**config.mk**
```make
export PLATFORM = sky130hd
export DESIGN_NAME = sign_extension
export DESIGN_NICKNAME = d
export VERILOG_FILES = /design/src/rtl/sign_extension.sv
export SDC_FILE = /design/constraint.sdc
export NUM_CORES = 1
export LEC_CHECK = 0
export BUFFER_PORTS_ARGS = -buffer_cell sky130_fd_sc_hd__buf_2
export CAP_MARGIN = 20
export CORE_UTILIZATION = 35
export CTS_CLUSTER_DIAMETER = 200
export DETAILED_ROUTE_END_ITERATION = 7
export GPL_ROUTABILITY_DRIVEN = 0
export PLACE_DENSITY = 0.83
export SLEW_MARGIN = 20
export SYNTH_ARGS = -nofsm -noshare
export SYNTH_HDL_FRONTEND = slang
export SYNTH_SLANG_ARGS = --single-unit
```
**constraint.sdc**
```tcl
create_clock -name I_CLOCK -period 1.13 [get_ports I_CLOCK]
set_clock_uncertainty 0.05 [all_clocks]
set_input_delay 0.113 -clock I_CLOCK [delete_from_list [all_inputs] [get_ports I_CLOCK]]
set_output_delay 0.113 -clock I_CLOCK [all_outputs]
set_load 0.03 [all_outputs]
```
**src/rtl/sign_extension.sv**
```systemverilog
// Immediate-field sign/zero extension: combinational sext of the full field plus a
// registered, mode-selected, stallable result. Define SIGNEXT_ZEROEXT_EN to make mode 11 zero-extend.
module sign_extension #(
  parameter int unsigned IN_WIDTH  = 16,
  parameter int unsigned OUT_WIDTH = 32
) (
  input  logic                 I_CLOCK,
  input  logic                 I_RESET_N,
  input  logic [IN_WIDTH-1:0]  In,
  input  logic [1:0]           I_Mode,
  input  logic                 I_Valid,
  input  logic                 I_Stall,
  output logic [OUT_WIDTH-1:0] Out,
  output logic [OUT_WIDTH-1:0] O_Ext,
  output logic                 O_Valid
);

  typedef enum logic [1:0] {
    MODE_SEXT16 = 2'b00,
    MODE_SEXT8  = 2'b01,
    MODE_SEXT5  = 2'b10,
    MODE_ZEXT16 = 2'b11
  } mode_e;

  logic [OUT_WIDTH-1:0] sext_full;
  logic [OUT_WIDTH-1:0] sext_8;
  logic [OUT_WIDTH-1:0] sext_5;
  logic [OUT_WIDTH-1:0] zext_full;
  logic [OUT_WIDTH-1:0] ext_sel;

  logic [OUT_WIDTH-1:0] ext_q, ext_d;
  logic                 valid_q, valid_d;

  // Size casts of signed operands replicate the operand MSB into the upper bits.
  assign sext_full = OUT_WIDTH'($signed(In));
  assign sext_8    = OUT_WIDTH'($signed(In[7:0]));
  assign sext_5    = OUT_WIDTH'($signed(In[4:0]));
  assign zext_full = OUT_WIDTH'(In);

  assign Out = sext_full;

  always_comb begin
    ext_sel = sext_full;
    unique case (mode_e'(I_Mode))
      MODE_SEXT16: ext_sel = sext_full;
      MODE_SEXT8:  ext_sel = sext_8;
      MODE_SEXT5:  ext_sel = sext_5;
`ifdef SIGNEXT_ZEROEXT_EN
      MODE_ZEXT16: ext_sel = zext_full;
`else
      MODE_ZEXT16: ext_sel = sext_full;
`endif
      default:     ext_sel = sext_full;
    endcase
  end

`ifndef SIGNEXT_ZEROEXT_EN
  logic unused_zext;
  assign unused_zext = ^zext_full;
`endif

  // Idle cycles drop O_Valid but keep the last result; stalls freeze both.
  always_comb begin
    ext_d   = ext_q;
    valid_d = valid_q;
    if (!I_Stall) begin
      valid_d = I_Valid;
      if (I_Valid) begin
        ext_d = ext_sel;
      end
    end
  end

  always_ff @(posedge I_CLOCK or negedge I_RESET_N) begin
    if (!I_RESET_N) begin
      ext_q   <= '0;
      valid_q <= 1'b0;
    end else begin
      ext_q   <= ext_d;
      valid_q <= valid_d;
    end
  end

  assign O_Ext   = ext_q;
  assign O_Valid = valid_q;

endmodule

```
==> metrics.csv <==
metric,value,unit
grt_max_degree,19,
avgSynthCellArea,8.506,µm²
synth_most_common_cell,buf_4,
layout_setup_ws,-0.05119,ns
dieHeight,57.99,µm
worst_path_max_delay_cell,dfrtp_2,
use_met2,23.15,%
dr.first_iter.drc_count,17,
cts_tree,done,
start_util,38.46,%
fin_nets,205,
dr.pass1.iters,6,
drc_errors,10,
synthArstFlopShare,100.0,%
cp.arrival,1.02,ns
grt_pass1_wl,3.332,mm
fmax,846.6,MHz
path_class,register to primary output,
ir_drop,414.8,µV
die_w,57.99,µm
synthTopCellsByCount,"buf_4, nand2_1, dfrtp_1",
max-slew-margin-rel,74.90,%
crit_path_max_incr_delay,0.43,ns
via_count,916,
cts-root-buf,clkbuf_4,
io_buffers,86,
hp-class,input port to register,
yosys.area.top_type,dfrtp_1,
layout-drive-gt1-share,57.22,%
synth_cell_types,15,
regToRegSetupSlack,0.27,ns
syn-instance-count,129,
cp_top_family,flip-flops,
dpl_cell_area,1241,µm²
fp-row-count,19,
die_area,3363,µm²
yosys_warnings,0,
clock_latency,0.28,ns
maxSlewViolCount,0,
ios,87,
path_max_fanout,9,
end_kind,primary output,
hpwl,1.649,mm
synth-edff-count,0,
fin_crit_sh,104.5,%
crit_chain,"buf_6, buf_4",
grt-busiest-layer,met2,
fillers,276,
synth.top_cell.area_share,38.77,%
antenna_found_initial,0,
maxCapViolations,0,
gr-usage-met1,14.89,%
fin_area,1426,µm²
clk_path_buf_depth,2,
rsz0062_at_grt,true,
synthFlopType,dfrtp_1,
syn_area,1097,µm²
period_minus_slack,1.181,ns
syn2layout_area_growth,29.99,%
grt.met3_usage,2.009,%
power.leakage,0.7887,nW
grt-ovfl-total,0,
critical_path_buf_inv_count,2,
outcome,finished with violations,
min_from,In[4],
numCtsBuffers,3,
min_path_cells,3,
detail_route.vias_per_cell,4.341,
grt_use_total,13.03,%
seq_area_frac_synth,38.77,%
syn_nets,153,
clk_pin_slew,0.10,ns
worst-r2r-cell-count,3,
finalHoldViolCount,0,
ys_ff_latch,17,
startpoint_type,register,
wire_per_inst,10.56,µm
multiInputGateArea,297.8,µm²
num_antenna_cells,0,
pre_cts_slack,-0.1773,ns
core,2853,µm²
routed_wl,2.229,mm
grt_pass1_vias,773,
finalSetupViolations,17,
synth_area_leaders,"dfrtp_1, buf_4, nand2_1",
htreeDepth,1,
reg2reg_from,O_Ext[30]$_DFFE_PN0P_,
ant_nets,0,
tns,-0.5975,ns
regArea,426.7,µm²
numClockSinks,17,
failed_checks,"design-rule violations, negative setup slack",
r2r_end,O_Ext[30]$_DFFE_PN0P_,
worstMarginPinSlew,0.3765,ns
hold_end,O_Ext[4]$_DFFE_PN0P_,
worstPathRequired,0.97,ns
powerDensity,1516,nW/µm²
## layout by cell type, fill, tap and decap left out, drive strengths merged
cell / n
nor2b: 1
a21oi: 11
nand2: 25
ha: 2
buf: 93
inv: 2
o21ai: 3
nand2b: 1
nor2: 12
and2b: 1
clkinv: 1
and3b: 1
dlygate4sd3: 6
dfrtp: 17
a211oi: 1
clkbuf: 3
## timing repair
action,4_1_cts,5_1_grt
hold buffers,5,1
setup endpoints to repair,17,18
setup buffers,0,2
hold endpoints to repair,21,1
resized for setup,0,48
## registers in the layout, indices dropped and copies added (netlist names)
| register | flops |
|---|---|
| O_Valid | 1 |
| O_Ext | 16 |
## cell type report
type                       instances  area share, %
tap                               31          2.719
inverter                           2         0.7018
clock buffer                       3          1.579
sequential                        17          29.91
timing repair buffer              99          43.86
multi-input combinational         58          20.88
clock inverter                     1         0.3509
## power breakdown
group	total, mW	switching (mW)	internal (mW)
Combinational	1.11	0.732	0.374
Sequential	0.740	0.0452	0.695
Clock	0.316	0.185	0.131
## cell families (layout without fill, tap and decap cells)
family,after synthesis,after routing,share of synthesized area [%]
AO/OA/AOI/OAI,15,15,8.209
adder cells (fa/ha/maj),2,2,2.280
buffers and inverters,54,105,35.35
flip-flops,17,17,38.77
AND/OR/NAND/NOR,41,41,15.39
## through the flow
step	utilization [%]	hold WS (ns)	power, mW	instances
after detailed placement	43.51	0.004789	1.722	199
after global routing	50.00	0.008715	2.281	211
after CTS	46.23	0.002864	2.052	208
after floorplan	-	-0.2326	1.607	129
final	50.00	0.006080	2.162	211
after global placement	43.51	0.0004561	1.709	199
## worst max-delay path by stage
stage | startpoint | end | slack, ns | cells after the start
after CTS | O_Ext[30]$_DFFE_PN0P_ | O_Ext[21] | -0.06 | 1
after global routing | O_Ext[30]$_DFFE_PN0P_ | O_Ext[25] | -0.1 | 2
after floorplan | I_Mode[0] | O_Ext[10]$_DFFE_PN0P_ | 0.004 | 5
final | O_Ext[30]$_DFFE_PN0P_ | O_Ext[23] | -0.05 | 2
after detailed placement | I_Mode[0] | O_Ext[10]$_DFFE_PN0P_ | -0.18 | 7
after global placement | I_Mode[0] | O_Ext[10]$_DFFE_PN0P_ | -0.15 | 7
## routing by layer
layer	vias to the layer above	wire [µm]	share of wire [%]
met1	404	884	40
met2	55	1119	50
li1	455	-	-
met5	-	0	0
met3	2	196	8.8
met4	0	27	1.2
## worst min-delay path, stage by stage
cell	delay [ns]
buf_2	0.09
nand2_1	0.05
nand2_1	0.05
Note: power is estimated with default switching activity, not from simulation.
